--- config.mk ---
export PLATFORM = sky130hd
export DESIGN_NAME = store_unit
export DESIGN_NICKNAME = d
export VERILOG_FILES = /design/src/rtl/store_unit.sv
export SDC_FILE = /design/constraint.sdc
export NUM_CORES = 1
export LEC_CHECK = 0
export ABC_AREA = 1
export BUFFER_PORTS_ARGS = -buffer_cell sky130_fd_sc_hd__buf_4
export CAP_MARGIN = 20
export CORE_MARGIN = 5
export CORE_UTILIZATION = 55
export DETAILED_ROUTE_END_ITERATION = 10
export PLACE_DENSITY_LB_ADDON = 0.2
export SYNTH_ARGS = -nofsm -noshare
export SYNTH_HDL_FRONTEND = slang
export SYNTH_SLANG_ARGS = --single-unit
--- constraint.sdc ---
create_clock -name clk -period 1.9 [get_ports clk]
set_input_delay 0.095 -clock clk [delete_from_list [all_inputs] [get_ports clk]]
set_output_delay 0.095 -clock clk [all_outputs]
set_load 0.02 [all_outputs]
--- src/rtl/store_unit.sv ---
// store_unit: turns one MEM-stage store request into byte-lane-masked
// word writes. A store that crosses a word boundary is issued as two beats.
// Optional build macro: STORE_MISALIGN_TRAP_EN. When it is defined, a
// crossing store raises misalign_fault for one cycle and writes nothing.
//
// state | meaning
// IDLE  | waiting for a request, req_ready=1
// BEAT0 | first (or only) word write, held until mem_ready
// BEAT1 | second word write of a split store, held until mem_ready
module store_unit #(
  parameter int ADDR_W = 32
) (
  input  logic              clk,
  input  logic              rst,
  input  logic              req_valid,
  output logic              req_ready,
  input  logic [ADDR_W-1:0] req_addr,
  input  logic [31:0]       req_wdata,
  input  logic [1:0]        save_method,
  output logic              mem_we,
  output logic [ADDR_W-3:0] mem_addr,
  output logic [31:0]       mem_wdata,
  output logic [3:0]        mem_be,
  input  logic              mem_ready,
  output logic              store_done,
  output logic              misalign_fault
);

  typedef enum logic [1:0] {IDLE, BEAT0, BEAT1} state_t;

  state_t              r_state, w_state_nxt;
  logic [ADDR_W-3:0]   r_waddr;
  logic [7:0]          r_mask;
  logic [63:0]         r_data;
  logic                r_split;
  logic                r_done;
  logic                r_fault;

  logic [1:0]          w_off;
  logic [3:0]          w_base;
  logic [7:0]          w_mask8;
  logic [63:0]         w_data64;
  logic                w_split;
  logic                w_accept;
  logic                w_done_nxt;
  logic                w_fault_nxt;

  // Decode the incoming request into lane mask and lane-aligned data.
  always_comb begin
    w_off = req_addr[1:0];
    case (save_method)
      2'b00:   w_base = 4'b0001;
      2'b01:   w_base = 4'b0011;
      2'b10:   w_base = 4'b1111;
      default: w_base = 4'b0000;
    endcase
    w_mask8  = {4'b0000, w_base} << w_off;
    w_data64 = {32'b0, req_wdata} << {w_off, 3'b000};
    w_split  = |w_mask8[7:4];
  end

  // Next-state, done/fault pulses and memory-side outputs.
  always_comb begin
    w_state_nxt = r_state;
    w_done_nxt  = 1'b0;
    w_fault_nxt = 1'b0;
    w_accept    = 1'b0;
    req_ready   = 1'b0;
    mem_we      = 1'b0;
    mem_addr    = '0;
    mem_be      = 4'b0000;
    mem_wdata   = 32'b0;
    case (r_state)
      IDLE: begin
        req_ready = 1'b1;
        if (req_valid) begin
          if (save_method == 2'b11) begin
            w_done_nxt = 1'b1;
          end else begin
`ifdef STORE_MISALIGN_TRAP_EN
            if (w_split) begin
              w_fault_nxt = 1'b1;
            end else begin
              w_accept    = 1'b1;
              w_state_nxt = BEAT0;
            end
`else
            w_accept    = 1'b1;
            w_state_nxt = BEAT0;
`endif
          end
        end
      end
      BEAT0: begin
        mem_we    = 1'b1;
        mem_addr  = r_waddr;
        mem_be    = r_mask[3:0];
        mem_wdata = r_data[31:0];
        if (mem_ready) begin
          if (r_split) begin
            w_state_nxt = BEAT1;
          end else begin
            w_state_nxt = IDLE;
            w_done_nxt  = 1'b1;
          end
        end
      end
      BEAT1: begin
        mem_we    = 1'b1;
        mem_addr  = r_waddr + 1'b1;
        mem_be    = r_mask[7:4];
        mem_wdata = r_data[63:32];
        if (mem_ready) begin
          w_state_nxt = IDLE;
          w_done_nxt  = 1'b1;
        end
      end
      default: w_state_nxt = IDLE;
    endcase
  end

  // State register and request capture; reset drops any in-flight beat.
  always_ff @(posedge clk) begin
    if (rst) begin
      r_state <= IDLE;
      r_waddr <= '0;
      r_mask  <= 8'h00;
      r_data  <= 64'h0;
      r_split <= 1'b0;
      r_done  <= 1'b0;
      r_fault <= 1'b0;
    end else begin
      r_state <= w_state_nxt;
      r_done  <= w_done_nxt;
      r_fault <= w_fault_nxt;
      if (w_accept) begin
        r_waddr <= req_addr[ADDR_W-1:2];
        r_mask  <= w_mask8;
        r_data  <= w_data64;
        r_split <= w_split;
      end
    end
  end

  assign store_done = r_done;
`ifdef STORE_MISALIGN_TRAP_EN
  assign misalign_fault = r_fault;
`else
  assign misalign_fault = 1'b0;
`endif

endmodule

Word-level counts from Yosys, hierarchy flattened
Index checks and enable logic that the tools add are counted.
W data, S select, Z words.

word-level totals
  memories kept = 0
  latch bits = 0
  output and inout bits = 70
  bits in writable memories = 0
  logic and storage cells = 44
  memory bits (read-only) = 0
  flip-flop bits (word level) = 106
  input bits = 70

operators by class
  reduce and logical (&&, ||, !) cells = 5
  muxes and demuxes = 21
  multipliers = 0
  shifts and indexed selects = 2
  div/mod/pow operators = 0
  $lt $le $gt $ge = 0
  add/sub/neg operators = 1
  bitwise gates (word level) = 0
  equality and inequality tests = 9

operators by type and width
  cell                     count
  $pmux W32 S2             1
  $shl A32 B5 Y64          1
  $pmux W30 S2             1
  $add A30 B1 Y30 const B  1
  $pmux W4 S3              1
  $mux W1                  10
  $mux W2                  5
  $ne A2 B2 Y1 const B     4
  $pmux W4 S2              1
  $shl A4 B2 Y8            1
  $eq A2 B2 Y1 const B     3
  $pmux W2 S3              1
  $eq A2 B1 Y1 const B     2
  $logic_not A2 Y1         2
  $reduce_and A4 Y1        1
  $reduce_or A4 Y1         1
  $pmux W1 S3              1
  $reduce_or A2 Y1         1

Longest topological paths before layout
Gate-level depths: netlist of run 1.

  depth in word-level cells = 4
  gate-level depth with buffers = 11
  gate-level depth less buffers = 10

Least setup slack after synthesis of run 1
No wires, ideal clock.

  path kind = register -> output
  from = register r_state[0]
  to = output mem_addr[4]
  setup slack = 0.061 ns
  cell stages (with the launch flop) = 6
  data required time = 1.805 ns
  arrival time = 1.744 ns
  path buffers = 1
  cell sequence = dfxtp_1 inv_1 ha_1 inv_2 clkbuf_1 a221oi_1

between the ends
  longest elaborated chain between the ends = 2
  elaborated cells between the ends (all ways) = 3
  classes of those cells = eq/ne (2); mux (1)

ends and longest elaborated chain
  what                                                 RTL line  text
  start, declared                                      31        state_t r_state, w_state_nxt;
  start signal, assigned                               133       r_state <= w_state_nxt;
  $eq A2 B2 Y1 / $eq A2 B1 Y1 (equally long branches)  73        case (r_state)
  $pmux W30 S2 *                                       73
  end, declared                                        21        output logic [ADDR_W-3:0] mem_addr,

Mark *: on every way between the ends. The rest lies on a longest branch, timed or not.

Final worst setup path of run 1
  from = register r_state[0]
  to = output mem_addr[24]

Same word-level chain as after synthesis.

==> impl_metrics.toml, run 1 <==
[synthesis]
yosys-top-cells-count = "353 x nand2_1, 103 x a21oi_1, 97 x dfxtp_1, 85 x nor2_1, 78 x inv_1"
synth.distinct_cells = 36
synth_most_common_cell = "nand2_1"
yosysSeqAreaShare_pct = 32.8
synth.net_count = 1056
yosysTopAreaCell = "dfxtp_1"
yosysWarnings = 0
netlist.area_leader.share_pct = 32.8
synth_edf_count = 0
avgSynthCellArea_sq_um = 6.04
postSynth.asyncResetShare_pct = 0
syn_inst = 979
ys.flop_type = "dfxtp_1"
post_synth_instance_area_sq_um = 5920
synth_seq_cells = 97
synth_area_leaders = "dfxtp_1 33%, nand2_1 22%, a21oi_1 8.7%"

[sta]
fin_crit_sh_pct = 106
final.setup.worst_slack_ns = -0.114
hold_viol = 0
max_clock_freq_mhz = 496
fin_crit_ns = 2.01
fin_skew_ns = 0.00887
worst_hold_slack_ns = 0.00821
drv_slew = 0
rsz0062_at_grt = "yes"
setup_viol = 25
max_slew.worst_pin.slew_ns = 0.707
timing.slew.headroom_pct = 52.6

[job]
drv_cap = 0

[floorplan]
die_area_sq_um = 12900
core_area_sq_um = 10400
ios = 140
die_w_microns = 114
initial_utilization_pct = 56.8
fp.dieH_microns = 114
rows = 37

[layout]
diodes = 0
fillers = 746
instances_no_fill = 1279
nets = 1215
area_growth_syn_to_layout_pct = 40.5
layout-drive-gt1-share_pct = 31.5

[setup_path]
critPathSlowestCell = "dfxtp_4"
path_class = "reg2out"
cp_num_buf_inv = 3
slowest_delay_ns = 0.39
worst_ep_required_time_ns = 1.80
worstPathArrival_ns = 1.92
critical_path.most_common_cell = "nor2_1"
critPathMaxFanout = 8
cpLargestDelayFamily = "buffers and inverters"
worst_setup_path_start_kind = "register"
worstPathCellList = "inv_4 > ha_4 > clkinvlp_4 > o21ai_1 > nor2_1 > nor2_1 > buf_4"
cp-end-kind = "output pin"

[route]
viasPerCell = 5.51
initialDrtViolationCount = 753
met2_length_mm = 9.79
wl_mm = 20.6
ant_nets = 0
firstDrtPassIters = 6
vias = 7046
dr_wl_met3_mm = 2.01
highest_layer = "met4"
met1_length_mm = 8.09
drc = 0
wl_per_cell_microns = 16.1

[placed_design]
hpwl_mm = 12.7
post-place-cells = 1219
numPortBuffers = 138
gp_congestion = 0.947

[min_path]
hold_class = "in2reg"

[grt]
grt_pass1_wl_mm = 30.8
grt_use_total_pct = 29.1
grt_pass1_vias = 6320
overflow = 0
grt_max_degree = 67
antenna_found_initial = 0

[outcome]
violations = "negative setup slack"
status = "finished with violations"

[clock_tree]
path_clk_slew_ns = 0.10
cts_root_buf = "clkbuf_8"
htreeDepth = 3
clk_path_buf_depth = 2
cts_buffers = 9
cts_sinks = 97
tritoncts = "built"
worst_skew_pair.late_latency_ns = 0.38

[pwr]
p_per_area_nw_per_um2 = 690
ir_drop_mv = 0.473
report.power.total_w = 0.00574
p_leak_nw = 3.54
[worst paths after layout]
kind | end | cells after the start | slack, ns | from
worst max-delay path | mem_addr[24] | 7 | -0.11 | r_state[0]
worst min-delay path | r_data[51] | 3 | 0.008 | req_wdata[27]
worst max register to register | r_data[29] | 11 | 0.15 | r_state[0]
worst min register to register | r_data[49] | 2 | 0.47 | r_data[49]
[tightest hold or removal path, stage by stage]
cell     delay [ns]
buf_4          0.12
nand3_1        0.07
a21oi_1        0.05
[state kept, by name, indices dropped and copies added, names as in the netlist]
register / flops
r_data: 56
r_waddr: 30
r_mask: 7
r_state: 2
r_split: 1
store_done: 1
[cell type report]
class                           count  area (sq um)  share of cell area, %
Clock buffer                       12           155                   1.87
Clock inverter                      4          33.8                  0.407
Inverter                           88           345                   4.16
Multi-Input combinational cell    736          3750                   45.2
Sequential cell                    97          2000                   24.1
Tap cell                          136           170                   2.05
Timing Repair Buffer              204          1840                   22.1
Timing Repair inverter              2          13.8                  0.166
[where the power goes]
part | switching [W] | leakage, nW | internal (W)
sequential | 0.000179 | 0.804 | 0.00222
combinational | 0.00119 | 2.63 | 0.000778
clock | 0.000803 | 0.0993 | 0.000567
[layout by cell type, fill, tap and decap left out, types with 26 or more instances in the layout]
cell type and count:
nand2_1 329, buf_4 158, inv_1 74, a21oi_1 73, dfxtp_1 73, nor2_1 68, nand3_1 58, o21ai_0 56
a21oi_2 33, nand2_2 26
[layer usage]
metal  up-vias  GRT usage, %
li1       3423             -
met4         0          9.13
met5         -             0
met1      3125          38.1
met3        69          5.41
met2       429          48.4
[per-stage QoR]
step	utilization (%)	area, sq um	setup TNS [ns]	setup slack, ns
after global routing	79.8	8310	-3.17	-0.188
after global placement	68.5	7130	0	0.161
after CTS	75.1	7820	-0.168	-0.0373
after floorplan	-	5920	0	0.0612
after detailed placement	68.5	7130	0	0.131
final	79.8	8310	-1.20	-0.114
[cells by family after synthesis]
| logic type | after synthesis | share of synthesized area (%) |
|---|---|---|
| other cells | 1 | 0.0634 |
| fa+ha+maj | 7 | 1.48 |
| simple gates | 531 | 37.4 |
| buf+inv | 146 | 10.5 |
| flops | 97 | 32.8 |
| compound gates | 197 | 17.7 |
[what timing repair did]
action,CTS,global route
setup buffers,13,11
hold buffers,14,0
cloned,3,3
resized for setup,72,104
pin swaps,12,35
endpoints found under the setup margin,40,93
endpoints found under the hold margin,14,0
Power figures use the tool's default switching activity.
==> inputs of run 2 (changes only) <==
==> constraint.sdc (replaced) <==
create_clock -name clk -period 1.9 [get_ports clk]
set_input_delay 0.095 -clock clk [delete_from_list [all_inputs] [get_ports clk]]
set_output_delay 0.095 -clock clk [all_outputs]
set_load 0.005 [all_outputs]
==> run 2 against run 1 <==
- worst hold slack got worse by 0.0034 ns
- global-route usage rose by 0.094 points
- maximum frequency rose by 3.7%
- via count fell by 2.2%
- largest cell class unchanged
- combinational power fell by 15%
- utilization fell by 3.8 points
- clock-buffer cell count fell by 1
- the run still ends with negative setup slack left
- wire length fell by 7.2%
==> impl_metrics.toml, run 2 (synthesis results as in run 1) <==
[layout]
area_growth_syn_to_layout_pct = 33.7
reg.largest.list = "r_data (56), r_waddr (30), r_mask (7)"
largest_reg_flops = 56
diodes = 0
mostFrequentLayoutCell = "nand2_1"
nets = 1202
instances_no_fill = 1264
top_register = "r_data"
layout-drive-gt1-share_pct = 27.2
most-common-layout-cells = "341 x nand2_1, 162 x buf_4, 81 x a21oi_1, 75 x inv_1, 75 x dfxtp_1"
final_cell_area_sq_um = 7910

[grt]
overflow = 0
grt_pass1_wl_mm = 30.8
grt_max_degree = 43
antenna_found_initial = 0
grt_pass1_vias = 6276
grt_use_total_pct = 29.2

[sta]
tns_ns = -0.0624
setup_viol = 2
fin_skew_ns = 0.00779
max_slew.worst_pin.slew_ns = 0.713
final.setup.worst_slack_ns = -0.0427
max_clock_freq_mhz = 515
fin_crit_ns = 1.94
timing.slew.headroom_pct = 52.2
drv_slew = 0
rsz0062_at_grt = "yes"
hold_viol = 0
fin_crit_sh_pct = 102

[pwr]
power.internal_w = 0.00337
switching_power_w = 0.00194
combinationalPowerShare_pct = 31.7
pwr-share-clk_pct = 23.6
ir_drop_mv = 0.442
p_per_area_nw_per_um2 = 671
switching_share_pct = 36.6
p_leak_nw = 3.38
pwr-share-seq_pct = 44.7

[setup_path]
reg2reg_slack_ns = 0.18
cp_num_buf_inv = 3
worst_setup_path_start_kind = "register"
critPathMaxFanout = 5
cp-end-kind = "output pin"
critPathSlowestCell = "dfxtp_4"
worst_ep_required_time_ns = 1.80
cpLargestDelayFamily = "simple AND/OR/NAND/NOR gates"
worstPathArrival_ns = 1.85
slowest_delay_ns = 0.38
path_class = "reg2out"
worstPathCellList = "nand2_2 > nor2_4 > nand2_4 > nor2_4 > buf_4 > nand2_2 > o21bai_2 > inv_1 > nor2_2 > buf_4"

[route]
vias = 6889
initialDrtViolationCount = 665
drc = 0
wl_mm = 19.1
ant_nets = 0
firstDrtPassIters = 7
viasPerCell = 5.45
wl_per_cell_microns = 15.1

[clock_tree]
htreeDepth = 3
tritoncts = "built"
cts_buffers = 9
cts_root_buf = "clkbuf_8"
worst_skew_pair.late_latency_ns = 0.37
cts_sinks = 97
path_clk_slew_ns = 0.09
clk_path_buf_depth = 2

[job]
drv_cap = 0

[placed_design]
gp_congestion = 0.978
placed_area_sq_um = 7090
hpwl_mm = 12.7
numPortBuffers = 138
post-place-cells = 1219
dp_slack_ns = 0.110

[min_path]
hold_class = "in2reg"

[outcome]
status = "finished with violations"
violations = "negative setup slack"

[floorplan]
die_w_microns = 114
initial_utilization_pct = 56.8
rows = 37
die_area_sq_um = 12900
core_area_sq_um = 10400
ios = 140
fp.dieH_microns = 114
run 2: changes by cell type in the layout (fill, tap and decap cells not counted), sizes merged:
cell and delta:
inv -1, clkinv -1, dlygate4sd3 +7, clkbuf -4
buf -17, bufbuf +1
run 2: final timing paths:
path	start	endpoint	cells past startpoint
max reg2reg	r_state[0]	r_waddr[2]	8
min	req_addr[5]	r_waddr[3]	3
min reg2reg	r_data[0]	r_data[0]	2
max	r_waddr[1]	mem_addr[21]	10
run 2: stage by stage:
| stage | total power (W) | utilization (%) | hold WS, ns |
|---|---|---|---|
| 6_report | 0.00531 | 76.0 | 0.00478 |
| 3_5_place_dp | 0.00382 | 68.1 | 0.323 |
| 2_1_floorplan | 0.00327 | - | 0.230 |
| 5_1_grt | 0.00559 | 76.0 | 0.00759 |
| 4_1_cts | 0.00524 | 74.4 | 0.00234 |
| 3_3_place_gp | 0.00380 | 68.1 | 0.316 |
run 2: power by group through the flow:
| stage | sequential (W) | clock, W | combinational (W) |
|---|---|---|---|
| after floorplan | 0.00235 | 0 | 0.000919 |
| after global placement | 0.00238 | 0 | 0.00142 |
| after detailed placement | 0.00238 | 0 | 0.00144 |
| after CTS | 0.00236 | 0.00127 | 0.00161 |
| after global routing | 0.00240 | 0.00135 | 0.00184 |
| final | 0.00238 | 0.00125 | 0.00168 |
run 2: metal layers:
metal | GRT usage, % | part of all wire (%) | up-vias
li1 | - | - | 3393
met1 | 37.8 | 41 | 3084
met2 | 48.1 | 47 | 366
met3 | 5.78 | 8.7 | 46
met4 | 10.5 | 2.9 | 0
met5 | 0 | 0 | -
run 2: worst min-delay path, cell delays in order:
cell and delay (ns):
buf_4 0.07, o21ai_0 0.07, a21oi_1 0.10
run 2: layout make-up:
| cell class | instances | area (sq um) |
|---|---|---|
| Inverter | 88 | 342 |
| Tap cell | 136 | 170 |
| Timing Repair Buffer | 192 | 1610 |
| Fill cell | 819 | 2500 |
| Clock inverter | 3 | 25.0 |
| Timing Repair inverter | 1 | 7.51 |
| Clock buffer | 11 | 141 |
| Multi-Input combinational cell | 736 | 3630 |
| Sequential cell | 97 | 1980 |
run 2: what timing repair did:
item,CTS,global route
gates resized for setup,57,53
endpoints found under the setup margin,35,36
pin swaps,16,20
hold buffers,21,0
endpoints found under the hold margin,21,0
setup buffers,3,5
cloned,3,0
==> inputs of run 3 (changes only) <==
--- a/config.mk
+++ b/config.mk
@@ -11,7 +11,7 @@
 export CORE_MARGIN = 5
 export CORE_UTILIZATION = 55
 export DETAILED_ROUTE_END_ITERATION = 10
-export PLACE_DENSITY_LB_ADDON = 0.2
+export PLACE_DENSITY = 0.81
 export SYNTH_ARGS = -nofsm -noshare
 export SYNTH_HDL_FRONTEND = slang
 export SYNTH_SLANG_ARGS = --single-unit
==> run 3 against run 2 <==
- the run still ends with negative setup slack left
- die area did not move
- highest routed layer unchanged
- first-iteration DRC count rose by 7.1%
- via count rose by 4.0%
- non-clock buffer count rose by 15
- critical endpoint unchanged
- global-route usage rose by 1.1 points
- final cell count rose by 1.4%
- final area rose by 3.1%
==> impl_metrics.toml, run 3 (synthesis results as in run 1) <==
[outcome]
status = "finished with violations"
violations = "negative setup slack"

[setup_path]
worstPathCellList = "inv_4 > ha_4 > buf_8 > clkinvlp_4 > nand2_1 > o21ai_1 > nor2_2 > buf_4"
r2r_end = "r_data[38]"
crit_path_end = "mem_addr[21]"
slowest_delay_ns = 0.38
worstPathArrival_ns = 1.91
cpLargestDelayFamily = "buffers and inverters"
cp_num_buf_inv = 4
r2r_cells = 11
reg2reg_slack_ns = 0.18
cp-end-kind = "output pin"
critPathSlowestCell = "dfxtp_4"
crit_start = "r_state[1]"
worst_ep_required_time_ns = 1.80
worst_setup_path_start_kind = "register"
path_class = "reg2out"
critPathMaxFanout = 6
timing.rr.start = "r_state[0]"
cp.depth = 8

[sta]
setup_viol = 14
fin_skew_ns = 0.0102
hold_viol = 0
drv_slew = 0
fin_crit_ns = 2.00
rsz0062_at_grt = "yes"
max_clock_freq_mhz = 500
fin_crit_sh_pct = 105
final.setup.worst_slack_ns = -0.100
tns_ns = -0.499

[floorplan]
die_area_sq_um = 12900
fp.dieH_microns = 114
ios = 140
rows = 37
die_w_microns = 114
initial_utilization_pct = 56.8
core_area_sq_um = 10400

[pwr]
switching_power_w = 0.00210
p_leak_nw = 3.50
switching_share_pct = 37.9
power.internal_w = 0.00345
combinationalPowerShare_pct = 32.5
pwr-share-clk_pct = 24.3
ir_drop_mv = 0.495
p_per_area_nw_per_um2 = 680
pwr-share-seq_pct = 43.2

[grt]
antenna_found_initial = 0
overflow = 0
grt_use_total_pct = 30.3
grt_pass1_wl_mm = 32.2
grt_max_degree = 51
grt_pass1_vias = 6630

[layout]
layout-drive-gt1-share_pct = 29.2
area_growth_syn_to_layout_pct = 37.9
fin_util_pct = 78.3
mostFrequentLayoutCell = "nand2_1"
top_register = "r_data"
most-common-layout-cells = "337 x nand2_1, 169 x buf_4, 80 x a21oi_1, 74 x inv_1, 73 x dfxtp_1"
nets = 1218
reg.largest.list = "r_data (56), r_waddr (30), r_mask (7)"
largest_reg_flops = 56
diodes = 0

[route]
initialDrtViolationCount = 712
drc = 0
ant_nets = 0
wl_mm = 20.7
firstDrtPassIters = 6
viasPerCell = 5.59
vias = 7163
wl_per_cell_microns = 16.1

[clock_tree]
cts_buffers = 9
tritoncts = "built"
clk_path_buf_depth = 2
path_clk_slew_ns = 0.11
cts_sinks = 97
cts_root_buf = "clkbuf_8"
worst_skew_pair.late_latency_ns = 0.38
htreeDepth = 3

[placed_design]
hpwl_mm = 13.1
numPortBuffers = 138
gp_congestion = 0.932

[min_path]
hold_class = "in2reg"

[job]
drv_cap = 0
[run 3: cell count changes in the layout (fill, tap and decap cells not counted), sizes merged]
| cell | before | now |
|---|---|---|
| buf | 170 | 180 |
| clkinv | 1 | 3 |
| inv | 88 | 89 |
| clkinvlp | 3 | 4 |
| dlygate4sd3 | 21 | 26 |
| bufbuf | 1 | 0 |
[run 3: power by group through the flow]
| stage | clock network (W) | logic [W] | registers (W) |
|---|---|---|---|
| final | 0.00135 | 0.00180 | 0.00240 |
| after global routing | 0.00143 | 0.00195 | 0.00241 |
| after CTS | 0.00136 | 0.00161 | 0.00237 |
| after detailed placement | 0 | 0.00145 | 0.00239 |
| after global placement | 0 | 0.00143 | 0.00239 |
| after floorplan | 0 | 0.000919 | 0.00235 |
[run 3: how the worst min path moves through the flow]
stage                   from          end  slack [ns]  cells after the start
6_report         req_addr[6]   r_waddr[4]       0.009                      3
5_1_grt        req_wdata[24]   r_data[48]       0.004                      3
4_1_cts         req_addr[28]  r_waddr[26]       0.001                      3
3_5_place_dp     req_addr[8]   r_waddr[6]        0.32                      3
3_3_place_gp    req_addr[17]  r_waddr[15]        0.32                      3
2_1_floorplan    req_addr[2]   r_waddr[0]        0.23                      2
[run 3: stage by stage]
step | cell area [sq um] | total power [W] | std cells | hold WS [ns] | setup WS, ns
6_report | 8160 | 0.00555 | 1282 | 0.00944 | -0.100
3_3_place_gp | 7090 | 0.00382 | 1219 | 0.321 | 0.157
5_1_grt | 8160 | 0.00580 | 1282 | 0.00367 | -0.168
4_1_cts | 7800 | 0.00533 | 1268 | 0.00144 | -0.0393
3_5_place_dp | 7090 | 0.00384 | 1219 | 0.322 | 0.113
2_1_floorplan | 5920 | 0.00327 | 979 | 0.230 | 0.372
[run 3: cell type report]
cell class | count | area [sq um]
multi-input cells | 736 | 3700
fillers | 799 | 2260
flip-flops and latches | 97 | 2000
repair buffers | 207 | 1740
inverters | 88 | 348
well taps | 136 | 170
clock buffers | 10 | 138
clock inverters | 6 | 50.0
repair inverters | 2 | 13.8
[run 3: worst min-delay path: cells and delay by family]
family / cells / cell delay (ns)
buffers and inverters: 1 / 0.07
AO/OA/AOI/OAI: 2 / 0.19
[run 3: metal layers]
layer	wire, microns	GRT usage, %	vias up
met4	630	11.6	0
met2	9830	49.7	413
met1	8340	39.0	3264
met3	1900	6.26	60
met5	0	0	-
li1	-	-	3426
[run 3: what timing repair did]
item                                    in CTS  in global routing
resized for setup                           70                 76
cloned                                       2                  1
hold buffers                                26                  0
pin swaps                                   15                 28
endpoints found under the hold margin       26                  0
buffers inserted                             5                 13
endpoints found under the setup margin      56                 35
